**config.mk**
```make
export PLATFORM = sky130hd
export DESIGN_NAME = muon_decay_timer_flat
export DESIGN_NICKNAME = d
export VERILOG_FILES = /design/src/rtl/muon_decay_timer_if.sv /design/src/rtl/muon_decay_timer.sv /design/src/flat_wrapper.sv
export SDC_FILE = /design/constraint.sdc
export NUM_CORES = 1
export LEC_CHECK = 0
export ABC_AREA = 1
export BUFFER_PORTS_ARGS = -buffer_cell sky130_fd_sc_hd__buf_2
export CAP_MARGIN = 20
export CORE_MARGIN = 2
export CORE_UTILIZATION = 47
export DETAILED_ROUTE_END_ITERATION = 10
export PLACE_DENSITY = 0.71
export SLEW_MARGIN = 20
export SYNTH_ARGS = -nofsm -noshare
export SYNTH_HDL_FRONTEND = slang
export SYNTH_SLANG_ARGS = --single-unit
export TNS_END_PERCENT = 1
```
**constraint.sdc**
```tcl
create_clock -name clk -period 2.25 [get_ports clk]
set_input_delay 0.5625 -clock clk [delete_from_list [all_inputs] [get_ports clk]]
set_output_delay 0.5625 -clock clk [all_outputs]
set_load 0.02 [all_outputs]
```
**src/rtl/muon_decay_timer_if.sv**
```systemverilog
// Detector-line pulse in, BCD display words and status out.
// The producer side (bench/front end) drives pulse_in; the timer drives everything else.
interface muon_decay_timer_if;
    logic        pulse_in;
    logic [15:0] digits_lifetime;
    logic [15:0] digits_events;
    logic [15:0] digits_timeouts;
    logic        busy;
    logic        capture_strobe;

    modport master (
        output pulse_in,
        input  digits_lifetime, digits_events, digits_timeouts, busy, capture_strobe
    );

    modport slave (
        input  pulse_in,
        output digits_lifetime, digits_events, digits_timeouts, busy, capture_strobe
    );
endinterface

```
**src/rtl/muon_decay_timer.sv**
```systemverilog
// Times muon start->decay pulses in prescaled ticks and publishes BCD lifetime/event/timeout words.
// Latency: a pulse edge is acted on 3 clk edges after it rises; all outputs are registered.
// Backpressure: none, the pulse input is free-running and the outputs are level words.
module muon_decay_timer #(
    parameter int TICK_DIV      = 10,
    parameter int WINDOW_TICKS  = 200,
    parameter int MIN_GAP_TICKS = 2
) (
    input  logic              clk,
    input  logic              rst_n,
    muon_decay_timer_if.slave bus
);

    localparam int PW = $clog2(TICK_DIV);
    localparam logic [PW-1:0] PRESC_LAST = PW'(TICK_DIV - 1);

    function automatic logic [15:0] to_bcd(input int v);
        to_bcd = {4'((v / 1000) % 10), 4'((v / 100) % 10), 4'((v / 10) % 10), 4'(v % 10)};
    endfunction

    localparam logic [15:0] WINDOW_BCD  = to_bcd(WINDOW_TICKS);
    localparam logic [15:0] MIN_GAP_BCD = to_bcd(MIN_GAP_TICKS);

    function automatic logic [15:0] bcd_inc(input logic [15:0] v);
        logic [15:0] r;
        logic        carry;
        r     = v;
        carry = 1'b1;
        for (int i = 0; i < 4; i++) begin
            if (carry) begin
                if (r[i*4 +: 4] == 4'd9) begin
                    r[i*4 +: 4] = 4'd0;
                end else begin
                    r[i*4 +: 4] = r[i*4 +: 4] + 4'd1;
                    carry       = 1'b0;
                end
            end
        end
        bcd_inc = r;
    endfunction

    function automatic logic [15:0] bcd_sat_inc(input logic [15:0] v);
        bcd_sat_inc = (v == 16'h9999) ? v : bcd_inc(v);
    endfunction

    typedef enum logic {IDLE, TIMING} state_t;

    state_t        state_q, state_d;
    logic [PW-1:0] presc_q, presc_d;
    logic [15:0]   tcount_q, tcount_d;
    logic [15:0]   life_q, life_d;
    logic [15:0]   events_q, events_d;
    logic [15:0]   timeouts_q, timeouts_d;
    logic          busy_q, busy_d;
    logic          strobe_q, strobe_d;
    logic          s1, s2, s3;
    logic          pulse_edge;

    // s1 is the metastability catcher; edges are taken from the settled s2/s3 pair
    always_ff @(posedge clk or negedge rst_n) begin
        if (!rst_n) begin
            s1 <= 1'b0;
            s2 <= 1'b0;
            s3 <= 1'b0;
        end else begin
            s1 <= bus.pulse_in;
            s2 <= s1;
            s3 <= s2;
        end
    end

    assign pulse_edge = s2 & ~s3;

    always_ff @(posedge clk or negedge rst_n) begin
        if (!rst_n) begin
            state_q    <= IDLE;
            presc_q    <= '0;
            tcount_q   <= '0;
            life_q     <= '0;
            events_q   <= '0;
            timeouts_q <= '0;
            busy_q     <= 1'b0;
            strobe_q   <= 1'b0;
        end else begin
            state_q    <= state_d;
            presc_q    <= presc_d;
            tcount_q   <= tcount_d;
            life_q     <= life_d;
            events_q   <= events_d;
            timeouts_q <= timeouts_d;
            busy_q     <= busy_d;
            strobe_q   <= strobe_d;
        end
    end

    always_comb begin
        state_d    = state_q;
        presc_d    = presc_q;
        tcount_d   = tcount_q;
        life_d     = life_q;
        events_d   = events_q;
        timeouts_d = timeouts_q;
        busy_d     = busy_q;
        strobe_d   = 1'b0;
        case (state_q)
            IDLE: begin
                if (pulse_edge) begin
                    state_d  = TIMING;
                    presc_d  = '0;
                    tcount_d = '0;
                    busy_d   = 1'b1;
                end
            end
            TIMING: begin
                if (presc_q == PRESC_LAST) begin
                    presc_d  = '0;
                    tcount_d = bcd_inc(tcount_q);
                end else begin
                    presc_d = presc_q + 1'b1;
                end
                // A valid stop takes priority over a timeout landing in the same cycle
                if (pulse_edge && (tcount_q >= MIN_GAP_BCD)) begin
                    life_d   = tcount_q;
                    events_d = bcd_sat_inc(events_q);
                    strobe_d = 1'b1;
                    busy_d   = 1'b0;
                    state_d  = IDLE;
                end else if (tcount_q == WINDOW_BCD) begin
                    timeouts_d = bcd_sat_inc(timeouts_q);
                    busy_d     = 1'b0;
                    state_d    = IDLE;
                end
            end
            default: state_d = IDLE;
        endcase
    end

    assign bus.digits_lifetime = life_q;
    assign bus.digits_events   = events_q;
    assign bus.digits_timeouts = timeouts_q;
    assign bus.busy            = busy_q;
    assign bus.capture_strobe  = strobe_q;

endmodule
```
**src/flat_wrapper.sv**
```systemverilog
// flat-port wrapper written by rule: the top's interface ports become plain ports
module muon_decay_timer_flat 
#(
    parameter int TICK_DIV      = 10,
    parameter int WINDOW_TICKS  = 200,
    parameter int MIN_GAP_TICKS = 2
)
  (clk, rst_n, bus_pulse_in, bus_digits_lifetime, bus_digits_events, bus_digits_timeouts, bus_busy, bus_capture_strobe);
  muon_decay_timer_if bus_i ();
  input  logic clk;
  input  logic rst_n;
  input wire logic [$bits(bus_i.pulse_in)-1:0] bus_pulse_in;
  output wire logic [$bits(bus_i.digits_lifetime)-1:0] bus_digits_lifetime;
  output wire logic [$bits(bus_i.digits_events)-1:0] bus_digits_events;
  output wire logic [$bits(bus_i.digits_timeouts)-1:0] bus_digits_timeouts;
  output wire logic [$bits(bus_i.busy)-1:0] bus_busy;
  output wire logic [$bits(bus_i.capture_strobe)-1:0] bus_capture_strobe;
  assign bus_i.pulse_in = bus_pulse_in;
  assign bus_digits_lifetime = bus_i.digits_lifetime;
  assign bus_digits_events = bus_i.digits_events;
  assign bus_digits_timeouts = bus_i.digits_timeouts;
  assign bus_busy = bus_i.busy;
  assign bus_capture_strobe = bus_i.capture_strobe;
  muon_decay_timer #(.TICK_DIV(TICK_DIV), .WINDOW_TICKS(WINDOW_TICKS), .MIN_GAP_TICKS(MIN_GAP_TICKS)) u_core (.clk(clk), .rst_n(rst_n), .bus(bus_i));
endmodule
```
==> metrics list <==
- In the post-synthesis netlist, the biggest area contributors are dfrtp_1 46%, nand2_1 12%, nand3_1 4.6%, inv_1 4.3%, ha_1 3.1%.
* Pin count of the biggest net entering global routing: 75
- Net Count, Synth: 490
- Routed wirelength normalized by instance count: 12.5 um
- The worst pin sits at a relative slew slack of 0.728.
* Fillcell total: 789
- In this run, the number of DRC markers left after iteration 0 of detailed routing was 160.
- After clock tree synthesis, the flow added hold-fix buffers numbering 0.
- After detailed routing, the number of vias per cell comes to 5.11.
* Number of max-slew violations in the final report: 0
- Reg2reg setup slack: 0.29 ns
* Vias in the first global route: 3,048
* Post-place setup slack: 0.231 ns
* Critical-path maximum fanout: 20
* Launch point of the critical path: u_core.tcount_q[4]
- Relative to the synthesized area, the layout overhead comes to 13.5%.
* Buffer depth of the longest clock path: 2
- Global-route wire length before repair: 14.0 mm
- The first TritonRoute pass finished after 4 iterations.
- Routed wire length: 8.10 mm
- The routed design could run at a clock period as short as 1.96 ns.
- Clock-pin slew was measured on the worst setup and hold paths at 0.07 ns.
- Of the cells placed in the final design, the portion with a size suffix greater than 1 is 0.201.
- Netlist area before placement: 4020 um2
* Die ar.: 9310 um2
* # clock sinks: 74
- Of the available clock period, the critical path in the final layout requires 0.872.
- CTS H-Tree Depth: 3
* Root buffer cell: clkbuf_8
- Global-route total usage across every layer: 0.193
* Most numerous cell types in the synthesized netlist: 127 x nand2_1, 74 x dfrtp_1, 46 x inv_1, 37 x nand3_1, 30 x nor2_1
- In this run, synthesis produced a sequential element count of 74.
* Chip width: 96.5 um
- The analysis attributes to cell leakage a power of 0.00224 uW.
- In this run, CTS created clock tree buffers numbering 9.
- Launching element type of the critical path: flop
- Summed over all layers, the global routing overflow is 0.
- The run finished with clean final reports.
- Setup TNS Final: 0 ns
* Setup slack after layout: 0.289 ns
- The routed layout has 3,303 vias.
* Buffers inserted by post-CTS timing repair: 0
* Starting density of the core: 0.487
- After the last flow step, the layout net total stands at 550.
- Final cell utilization of the core: 0.553
* Post-route ant nets: 0
* Maximum ir drop on the vdd rail: 0.758 mV
- Number of flops mapped to enable cells by yosys: 0
- Core box area: 8260 um2
- The initial antenna violation count is 0.
- Number of warnings reported in the yosys synthesis log: 0
* Count of endpoints failing hold in the final timing report: 0
* Total non-filler cell area in the finished layout: 4560 um2
* # IOs: 53
- Timing-limited maximum frequency: 510 MHz
* Worst slew pin tran: 0.403 ns
* Startpoint of the most critical register-to-register path: u_core.tcount_q[4]
- Each instance of the synthesized netlist takes up on average 8.43 um2.
* Register area share after synthesis: 0.461
* Post-DP HPWL: 5.82 mm
- The share of synthesized area in the top cell type comes to 0.461.
- The worst setup path is of the reg2reg kind.
- Row count: 33
* Antenna cells: 0
- Commonest register cell after synthesis: dfrtp_1
- Height of the die: 96.5 um
- Max-cap check violation count: 0
- For the worst setup path, the data arrival time is 2.20 ns.
- Final setup fails: 0
* Critical path data required time: 2.49 ns
- Clock tree from TritonCTS: yes
* Clk Latency, worst-skew pair: 0.34 ns
* Total DRC errors in the routed layout: 0
- Cell taking the most area after synthesis: dfrtp_1
- At the end of routability-driven placement, the weighted congestion stood at 0.855.
- Distinct cell type count after synthesis: 38
- The tightest min-delay check is of the in2async type.
- The worst setup path is captured at a flop.
- Power density over cell area: 933 nW/um2
- Cell area after placement: 4390 um2
- Synth async-reset ratio: 1.00
- Cells after Synth: 477
- Library cell with the highest instance count after synthesis: nand2_1
* Setup repair after global routing missed its margin: no
- Clock skew on the completed layout was measured at 0.00579 ns.
* Number of buffers added on ports: 52
[timing repair]
item | 4_1_cts | 5_1_grt
endpoints found under the setup margin | 0 | 1
endpoints found under the hold margin | 0 | 0
resized for setup | 0 | 1
[through the flow]
step	cells	hold slack [ns]	power (uW)
after floorplan	477	0.267	2950
after global placement	631	0.337	3330
after detailed placement	631	0.337	3380
after CTS	647	0.254	4300
after global routing	647	0.260	4590
final	647	0.226	4260
[per-layer routing]
layer	wire, um	global-route usage	up-vias
li1	-	-	1668
met1	3970	0.265	1557
met2	3700	0.302	67
met3	295	0.0349	11
met4	137	0.0810	0
met5	0	0	-
[worst max-delay path, cell delays in order, from the launching register on]
cell and delay (ns):
dfrtp_1 0.41, inv_1 0.14, ha_1 0.21, nand2_1 0.06, nand2_1 0.06, nand2_1 0.06
nand2_2 0.11, nand2_4 0.14, nor2_8 0.25, buf_6 0.22, nand2_1 0.08, o21a_1 0.10
[cells in the final DEF (no fill, tap or decap), drive strengths merged]
master    synthesis  routed
nor3b             5       5
dfrtp            74      74
nor2             41      41
clkinv            0       1
inv              50      50
clkbuf            0      14
o22ai             3       3
a21boi            3       3
xor2             12      12
o21a             14      14
ha               10      10
a31oi             2       2
clkinvlp          0       1
or2               6       6
a21oi            10      10
or3b              1       1
buf               8      57
nor3              9       9
nand3            39      39
nand2           136     136
xnor2             4       4
o21ai            37      37
nand4            13      13
[area by class of cell]
type / instances / area, um2 / area share
Clock inverter: 2 / 12.5 / 0.00274
Clock buffer: 14 / 153 / 0.0335
Multi-Input combinational cell: 345 / 1910 / 0.419
Timing Repair Buffer: 57 / 314 / 0.0688
Sequential cell: 74 / 1850 / 0.406
Tap cell: 105 / 131 / 0.0288
Inverter: 50 / 188 / 0.0411
[cells by family after synthesis]
logic type / count (synthesis) / share of synthesized area
fa+ha+maj: 10 / 0.0311
flops: 74 / 0.461
compound gates: 69 / 0.101
buf+inv: 58 / 0.0632
xor+xnor: 16 / 0.0349
simple gates: 250 / 0.309
[final timing paths]
kind | to | cells after the start
setup / recovery | u_core.bus.digits_lifetime[5] | 11
hold / removal | u_core.bus.digits_timeouts[15] | 2
setup reg to reg | u_core.bus.digits_lifetime[5] | 11
hold reg to reg | u_core.s2 | 0
max in group asynchronous | u_core.bus.digits_events[12] | 2
min in group clk | u_core.s1 | 1
[power by group]
group	switching (uW)	leakage [uW]	total, uW	internal (uW)
logic	984	0.00118	1520	537
registers	221	0.000977	1830	1610
clock network	475	0.0000807	907	431
[registers in the layout, indices dropped and copies added, names as in the netlist, 4 cells and up]
register,cells
u_core.bus.digits_timeouts,16
u_core.presc_q,4
u_core.tcount_q,16
u_core.bus.digits_events,16
u_core.bus.digits_lifetime,16
(Power assumes the default switching activity.)
